==> src/rtl/scale_sequencer.sv <==
// scale_sequencer
//   Steps a note index through a NUM_NOTES-entry scale ROM at one of two step
//   rates and drives the tone frequency for the PWM tone generator. Command
//   inputs are one-cycle pulses from the keyboard decoder; mode is a level.
//
// Ports
//   clk         system clock
//   rst         synchronous reset, active low
//   restart     pulse: index 0, ascending, timer cleared, playing (speed kept)
//   dir_up      pulse: ascending
//   dir_down    pulse: descending
//   speed_fast  pulse: step every PERIOD_FAST clocks
//   speed_slow  pulse: step every PERIOD_SLOW clocks
//   pause_tgl   pulse: toggle playing
//   mode        end-of-scale behaviour (table below)
//   freq        tone frequency in Hz, 0 while paused when MUTE_PAUSE=1
//   note_idx    current note index
//   step_pulse  high for one cycle on each step
//   at_top      note_idx == NUM_NOTES-1
//   at_bottom   note_idx == 0
//   playing     1 running, 0 paused
//
// mode | behaviour when a step runs off the end of the scale
// -----+----------------------------------------------------
//  00  | CLAMP    index holds, direction unchanged
//  01  | WRAP     index jumps to the opposite end
//  10  | PINGPONG direction flips, index moves one step back
//  11  | ONESHOT  index holds, playback pauses itself

module scale_sequencer #(
  parameter int NUM_NOTES   = 15,
  parameter int IDX_W       = 4,
  parameter int FREQ_W      = 32,
  parameter int CNT_W       = 31,
  parameter int PERIOD_FAST = 50_000_000,
  parameter int PERIOD_SLOW = 100_000_000,
  parameter int MUTE_PAUSE  = 1
) (
  input  logic              clk,
  input  logic              rst,
  input  logic              restart,
  input  logic              dir_up,
  input  logic              dir_down,
  input  logic              speed_fast,
  input  logic              speed_slow,
  input  logic              pause_tgl,
  input  logic [1:0]        mode,
  output logic [FREQ_W-1:0] freq,
  output logic [IDX_W-1:0]  note_idx,
  output logic              step_pulse,
  output logic              at_top,
  output logic              at_bottom,
  output logic              playing
);

  typedef enum logic [1:0] {
    MODE_CLAMP    = 2'b00,
    MODE_WRAP     = 2'b01,
    MODE_PINGPONG = 2'b10,
    MODE_ONESHOT  = 2'b11
  } mode_t;

  localparam int               ROM_DEPTH = 2 ** IDX_W;
  localparam logic [IDX_W:0]   IDX_TOP   = (IDX_W+1)'(NUM_NOTES - 1);
  localparam logic [IDX_W:0]   IDX_ONE   = (IDX_W+1)'(1);
  localparam logic [CNT_W-1:0] FAST_M1   = CNT_W'(PERIOD_FAST - 1);
  localparam logic [CNT_W-1:0] SLOW_M1   = CNT_W'(PERIOD_SLOW - 1);
  localparam logic [CNT_W-1:0] TMR_ONE   = CNT_W'(1);

  function automatic logic [FREQ_W-1:0] base_hz(input int k);
    case (k)
      0:       base_hz = FREQ_W'(262);
      1:       base_hz = FREQ_W'(294);
      2:       base_hz = FREQ_W'(330);
      3:       base_hz = FREQ_W'(349);
      4:       base_hz = FREQ_W'(392);
      5:       base_hz = FREQ_W'(440);
      default: base_hz = FREQ_W'(494);
    endcase
  endfunction

  // Each group of seven notes is the base octave shifted up once more.
  // Padding entries past NUM_NOTES keep the variable index fully in range.
  logic [FREQ_W-1:0] rom [ROM_DEPTH];

  for (genvar g = 0; g < ROM_DEPTH; g++) begin : g_rom
    if (g < NUM_NOTES) begin : g_note
      assign rom[g] = base_hz(g % 7) << (g / 7);
    end else begin : g_pad
      assign rom[g] = '0;
    end
  end

  logic             dir_q;   // 1 ascending, 0 descending
  logic             fast_q;
  logic [CNT_W-1:0] timer;

  logic              step;
  logic [IDX_W:0]    idx_x;
  logic [IDX_W:0]    idx_step;
  logic              at_end;
  logic              flip;
  logic              auto_pause;
  logic [IDX_W-1:0]  idx_next;
  logic              dir_next;
  logic              fast_next;
  logic              play_next;
  logic [CNT_W-1:0]  timer_next;
  logic [FREQ_W-1:0] freq_next;
  mode_t             mode_e;

  always_comb begin
    mode_e     = mode_t'(mode);
    idx_x      = {1'b0, note_idx};
    idx_step   = idx_x;
    flip       = 1'b0;
    auto_pause = 1'b0;

    // >= so that switching to a shorter period steps right away
    step   = playing && (timer >= (fast_q ? FAST_M1 : SLOW_M1));
    at_end = dir_q ? (idx_x == IDX_TOP) : (idx_x == '0);

    if (!at_end) begin
      idx_step = dir_q ? idx_x + IDX_ONE : idx_x - IDX_ONE;
    end else begin
      case (mode_e)
        MODE_WRAP:     idx_step = dir_q ? '0 : IDX_TOP;
        MODE_PINGPONG: begin
          flip = 1'b1;
          if (IDX_TOP != '0) idx_step = dir_q ? idx_x - IDX_ONE : idx_x + IDX_ONE;
        end
        MODE_ONESHOT:  auto_pause = 1'b1;
        default:       idx_step = idx_x;
      endcase
    end

    idx_next = note_idx;
    if (step && (idx_step <= IDX_TOP)) idx_next = idx_step[IDX_W-1:0];

    // An explicit direction command outranks the ping-pong flip.
    dir_next = dir_q;
    if (dir_up && !dir_down)      dir_next = 1'b1;
    else if (dir_down && !dir_up) dir_next = 1'b0;
    else if (step && flip)        dir_next = ~dir_q;

    fast_next = fast_q;
    if (speed_fast && !speed_slow)      fast_next = 1'b1;
    else if (speed_slow && !speed_fast) fast_next = 1'b0;

    play_next = playing;
    if (pause_tgl)                play_next = ~playing;
    else if (step && auto_pause)  play_next = 1'b0;

    timer_next = timer;
    if (playing) timer_next = step ? '0 : timer + TMR_ONE;

    freq_next = rom[idx_next];
    if ((MUTE_PAUSE != 0) && !play_next) freq_next = '0;
  end

  always_ff @(posedge clk) begin
    if (!rst) begin
      note_idx   <= '0;
      dir_q      <= 1'b1;
      fast_q     <= 1'b0;
      playing    <= 1'b1;
      timer      <= '0;
      step_pulse <= 1'b0;
      freq       <= rom[0];
    end else if (restart) begin
      note_idx   <= '0;
      dir_q      <= 1'b1;
      playing    <= 1'b1;
      timer      <= '0;
      step_pulse <= 1'b0;
      freq       <= rom[0];
    end else begin
      note_idx   <= idx_next;
      dir_q      <= dir_next;
      fast_q     <= fast_next;
      playing    <= play_next;
      timer      <= timer_next;
      step_pulse <= step;
      freq       <= freq_next;
    end
  end

  assign at_top    = ({1'b0, note_idx} == IDX_TOP);
  assign at_bottom = (note_idx == '0);

endmodule

==> config.mk <==
export PLATFORM = sky130hd
export DESIGN_NAME = scale_sequencer
export DESIGN_NICKNAME = d
export VERILOG_FILES = /design/src/rtl/scale_sequencer.sv
export SDC_FILE = /design/constraint.sdc
export NUM_CORES = 1
export LEC_CHECK = 0
export BUFFER_PORTS_ARGS = -buffer_cell sky130_fd_sc_hd__buf_2
export CORE_AREA = 2 2 96 98
export CTS_BUF_LIST = sky130_fd_sc_hd__clkbuf_4 sky130_fd_sc_hd__clkbuf_8 sky130_fd_sc_hd__clkbuf_16
export CTS_CLUSTER_SIZE = 28
export DETAILED_ROUTE_END_ITERATION = 10
export DIE_AREA = 0 0 98 100
export GPL_TIMING_DRIVEN = 0
export REMOVE_ABC_BUFFERS = 1
export SYNTH_ARGS = -nofsm -noshare
export SYNTH_HDL_FRONTEND = slang
export SYNTH_SLANG_ARGS = --single-unit
==> constraint.sdc <==
create_clock -name clk -period 9.3 [get_ports clk]
set_input_delay 2.325 -clock clk [delete_from_list [all_inputs] [get_ports clk]]
set_output_delay 2.325 -clock clk [all_outputs]
set_load 0.02 [all_outputs]
# ---- Word level (Yosys, flattened, before mapping)
# Memories as Yosys holds them, arrays and structs flattened.
# Cells that the tools add are included.
dict set report word_totals {
  reg_bits 71
  rom_bits 512
  input_bits 10
  output_inout_bits 40
  wordCells 66
  n_memories 1
}
# name words word_bits rd rd_ports_with_merged_regs write_ports line
set mem_list {}
lappend mem_list {{(name not given)} 16 32 1 0 0 157} ;# freq_next = rom[idx_next];
dict set report classes {
  addsub 3
  n_lt_le_gt_ge 3
  n_eq_ne 4
  muxes 22
  bitwise 6
  reduce_logical 19
}
# op n
set ops {}
lappend ops {{$mux 32} 2}
lappend ops {{$add 31x1->31 const B} 1}
lappend ops {{$ge 31x27->1} 1}
lappend ops {{$mux 31} 1}
lappend ops {{$mux 27} 1}
lappend ops {{$mux 5} 3}
lappend ops {{$mux 1} 11}
lappend ops {{$pmux 5 s2} 1}
lappend ops {{$mux 9} 1}
lappend ops {{$logic_and 1x1->1} 8}
lappend ops {{$mux 4} 2}
lappend ops {{$reduce_or 3->1} 2}
lappend ops {{$add 4x1->5 const B} 1}
lappend ops {{$ge 5x5->1 const B} 1}
lappend ops {{$le 5x4->1 const B} 1}
lappend ops {{$not 1->1} 5}
lappend ops {{$not 4->5} 1}
lappend ops {{$sub 4x1->5 const B} 1}
lappend ops {{$eq 2x2->1 const B} 2}
lappend ops {{$eq 4x4->1 const B} 1}
lappend ops {{$logic_not 1->1} 4}
lappend ops {{$logic_not 4->1} 1}
lappend ops {{$reduce_bool 2->1} 2}
lappend ops {{$eq 2x1->1 const B} 1}
lappend ops {{other kinds (2)} 2}

# ---- Depth between registers and ports, before layout
dict set report depth {
  word_depth 12
  depth_mapped 16
  mapped_depth_nobuf 14
}

# ---- Worst setup path before layout
# No wires, ideal clock.
dict set report synth_path {
  path_kind {input -> register}
  from {in mode[0]}
  to {reg freq[5]}
  setup_ns 0.128
  arrival_time_ns 5.006
  t_required_ns 9.172
  slack_ns 4.166
  cell_stages 14
  n_path_buf 2
  cell_sequence {inv_1 -> ha_1 -> clkbuf_1 -> or3b_2 -> a31o_2 -> nor2_1 -> buf_4 -> nand2_1 -> o221ai_2 -> inv_1 -> ha_1 -> nor2b_1 -> a221oi_1 -> a211oi_1}
}
dict set report synth_via {
  elab_chain_len 10
  word_cells_on_any_way 19
  classes_between {order compare (1); eq/ne (3); mux (9); bitwise (2); reduce/logical (3); memory (1)}
}
# element line
set synth_rtl {}
lappend synth_rtl {{start, declared} 47} ;# input logic [1:0] mode,
lappend synth_rtl {{$eq 2x2->1 or $eq 2x1->1 (tied branches)} 126} ;# case (mode_e)
lappend synth_rtl {{$pmux 5 s2} 126}
lappend synth_rtl {{$mux 5} 123} ;# if (!at_end) begin
lappend synth_rtl {{$le 5x4->1} 138} ;# if (step && (idx_step <= IDX_TOP)) idx_next = idx_step[IDX_W-1:0];
lappend synth_rtl {{$logic_and 1x1->1} 138}
lappend synth_rtl {{$mux 4} 138}
lappend synth_rtl {{$not 4->5 (implied by the code)} 157}
lappend synth_rtl {{$mem_v2 16x32} --}
lappend synth_rtl {{$mux 32 (implied by the code) (2 in series)} 157}
lappend synth_rtl {{end signal, assigned} 169} ;# freq <= rom[0];
lappend synth_rtl {{end signal, assigned} 176} ;# freq <= rom[0];
lappend synth_rtl {{end signal, assigned} 184} ;# freq <= freq_next;
lappend synth_rtl {{end, declared} 48} ;# output logic [FREQ_W-1:0] freq,
# Parallel ways exist; a longest one is shown, timed or not. The select of a mux whose other input is x is not followed.
# A chain may end at the register's enable or synchronous reset.

# ---- Worst setup path after layout
dict set report layout_path {
  from {in mode[0]}
  to {reg freq[2]}
}
dict set report layout_via {
  elab_chain_len 11
  word_cells_on_any_way 18
  classes_between {order compare (1); eq/ne (3); mux (10); bitwise (1); reduce/logical (2); memory (1)}
}
# element line
set layout_rtl {}
lappend layout_rtl {{$eq 2x2->1 or $eq 2x1->1 (tied branches)} 126}
lappend layout_rtl {{$pmux 5 s2} 126}
lappend layout_rtl {{$mux 5} 123}
lappend layout_rtl {{$le 5x4->1} 138}
lappend layout_rtl {{$logic_and 1x1->1} 138}
lappend layout_rtl {{$mux 4} 138}
lappend layout_rtl {{$not 4->5 (implied by the code)} 157}
lappend layout_rtl {{$mem_v2 16x32} --}
lappend layout_rtl {{$mux 32 (implied by the code) (2 in series)} 157}
lappend layout_rtl {{$mux 9 *} 158} ;# if ((MUTE_PAUSE != 0) && !play_next) freq_next = '0;
# Every way passes the cells marked *; elsewhere a longest branch is shown, timed or not. The select of a mux whose other input is x is not followed.

==> impl_results.md <==
- Status: completed
- Post-DR wirelength/cell: 14.8 µm
- Mapped Area: 3430 µm²
- Peak supply drop: 57.5 µV
- Port Buf Inserts: 28
- Clock power frac: 34.6%
- Row count: 35
- Worst path bufs/invs: 3
- Pwr Total: 388 µW
- Area contributors post-synth: dfxtp_1 29%, ha_1 8.4%, nor2_1 6.2%, buf_4 4.8%, xor2_1 4.6%
- Layout Area Growth over Synthesis: 5.95%
- Clk slew on worst S/H paths: 100 ps
- Yosys top cell area share: 29.2%
- Starting DRT DRC Count: 153
- Worst-Skew Late Latency: 310 ps
- Min-Delay Path Class: reg -> reg
- Total routed wirelength: 8150 µm
- Initial antenna violation count: 0
- Initial Utilization: 38.6%
- Core area: 8890 µm²
- CTS root buffer: clkbuf_8
- Period utilisation layout: 61.9%
- Register area share after synthesis: 29.2%
- MaxCap Viol Count: 0
- Detailed Place HPWL: 5980 µm
- Crit-path leading delay family: simple AND/OR/NAND/NOR gates
- Io pins: 50
- Dpl cells: 542
- Setup_tns: 0 ps
- Logic pwr share: 9.1%
- LEAKAGE: 1.45 nW
- RSZ-0062 raised after global routing: false
- Longest Clk Path Bufs: 2
- Cells on worst reg2reg path: 13
- Crit path from: mode[0]
- Worst Min Path Start: timer[28]
- Critical Setup Path Class: in -> reg
- Critical Path Fanout Max: 12
- Post-CTS Hold Fix Bufs: 0
- Total gr overflow: 0
- Sw frac: 28.0%
- Area taken by flip-flops and latches: 1000 µm²
- Crit-path max cell delay: 650 ps
- Synthesis-stage register bit count: 50
- Net count, final: 471
- Tmin final: 5760 ps
- Slowest cell on crit path: nor2_1
- Net load switching power: 109 µW
- Hold Fails Final Rpt: 0
- Die height: 100 µm
- First-pass detailed-route iteration total: 4
- Worst r2r src: note_idx[1]
- Clock Skews: 10.8 ps
- Hold_ws: 533 ps
- Die area: 9800 µm²
- Worst slew pin tran: 1040 ps
- CTS sink cnt: 50
- Synth area leader: dfxtp_1
- Final slew viol count: 0
- CTS resizes: 0
- GR Util All Layers: 17.0%
- Netlist cell types: 64
- Endpoints failing setup: 0
- Synth Area per Inst: 8.09 µm²
- Pwr dens: 107 nW/µm²
- Sequential share of power: 56.4%
- Worst path arrival time: 5980 ps
- Setup bufs post-CTS: 0
- CTS HTree Levels: 2
- Vias per cell: 5.50
- Post-synth EDFFs: 0
- CTS tree: built
- Area of the multi-input gates: 2190 µm²
- Relative slew slack: 30.6%
- Internal power: 279 µW
- Number of cells on the critical path: 13
- WHS Path Cells: 2
- Cells after Synth: 424
- Post-DRT Antenna Nets: 0
- Cell breakdown of the critical path: buf_2 -> inv_1 -> ha_1 -> or3b_2 -> a31o_2 -> nor2_1 -> nand2_1 -> o221ai_2 -> inv_1 -> ha_1 -> a221oi_1 -> nand2_1 -> a41oi_1
- DRC errors left: 0
- Ant. Diodes: 0
- Main synth FF type: dfxtp_1
- Routability congestion estimate: 0.896
- Warnings from Yosys: 0
- CTS buffer count: 5
- Setup crit end kind: flop
- Die W: 98 µm
- Largest net degree at the start of global routing: 32
- Worst Path Required: 9530 ps
- Share of cells above drive strength 1: 12.8%
- Critical Path Source Type: input pin
- Post-Layout Cell Count: 550
- FFs w/ async S/R, synth: 0%
- Vias in the first global route: 2,965
- First-pass GRT wire length: 13,900 µm
- Fillcell total: 933
- Total vias in the final route: 3,024
- Fmax: 174 MHz
-- final timing paths --
path / slack (ps) / to
worst max-delay path: 3540 / freq[2]
worst min-delay path: 530 / timer[28]
worst max register to register: 4770 / freq[2]
worst min register to register: 530 / timer[28]
-- power by group through the flow --
| stage | clock network (mW) | logic (mW) | registers [mW] |
|---|---|---|---|
| after CTS | 0.139 | 0.0351 | 0.219 |
| final | 0.134 | 0.0352 | 0.219 |
| after detailed placement | 0 | 0.0349 | 0.224 |
| after floorplan | 0 | 0.0250 | 0.224 |
| after global routing | 0.146 | 0.0392 | 0.219 |
| after global placement | 0 | 0.0342 | 0.224 |
-- sequential cells by signal, indices dropped and copies added (netlist names) --
name / flops
step_pulse: 1
note_idx: 4
dir_q: 1
playing: 1
fast_q: 1
freq: 11
timer: 31
-- per-stage QoR --
stage,utilization (%),area [µm²],worst slack [ps]
finish,40.9,3630,3540
global route,40.9,3630,3320
CTS,40.9,3630,3670
detailed placement,39.8,3540,3320
global placement,39.8,3540,3340
floorplan,-,3260,4050
-- layer usage --
layer  part of all wire [%]  global-route usage, %
met5                      0                      0
met4                    1.6                   6.84
met3                    4.5                   2.72
met2                     49                   28.7
met1                     44                   21.9
-- worst min-delay path: cells and delay by family, from the launching register on --
| family | cells | cell delay (ps) |
|---|---|---|
| flops | 1 | 370 |
| simple gates | 1 | 80 |
| compound gates | 1 | 50 |
-- kinds of logic (layout without fill, tap and decap cells) --
kind of cell | after synthesis | after routing | synth area share, %
adder cells (fa/ha/maj) | 24 | 24 | 8.68
AND/OR/NAND/NOR | 178 | 178 | 26.2
buffers and inverters | 59 | 54 | 9.05
multiplexers | 8 | 8 | 2.77
AO/OA/AOI/OAI | 73 | 73 | 16.1
flip-flops | 50 | 50 | 29.2
XOR/XNOR | 31 | 31 | 7.92
other | 1 | 21 | 0.109
-- layout by cell type (no fill, tap or decap), types with 4 or more instances in the layout --
master,count
a211oi_1,7
a21oi_1,13
a221oi_1,7
a31oi_1,4
and2_1,5
and3_1,9
and4_1,7
buf_2,28
clkbuf_8,5
conb_1,21
dfxtp_1,50
ha_1,23
inv_1,18
mux2i_1,5
nand2_1,38
nand3_1,22
nand4_1,9
nor2_1,57
nor2b_1,4
nor3_1,7
o211ai_1,6
o21ai_0,8
xnor2_1,13
xor2_1,18
-- final cells by class --
| cell class | instances | share of cell area (%) |
|---|---|---|
| inverter | 18 | 1.86 |
| multi-input combinational | 335 | 60.4 |
| clock inverter | 3 | 0.654 |
| timing repair buffer | 28 | 3.86 |
| sequential | 50 | 27.5 |
| tap | 111 | 3.82 |
| clock buffer | 5 | 1.89 |
-- cell usage after synthesis, drive strengths merged, types with 10 or more instances --
master,number
nor2,58
dfxtp,50
nand2,38
buf,29
ha,23
nand3,23
inv,18
xor2,18
a21oi,15
xnor2,13
clkbuf,12
o21ai,10
Note: power is estimated with default switching activity, not from simulation.
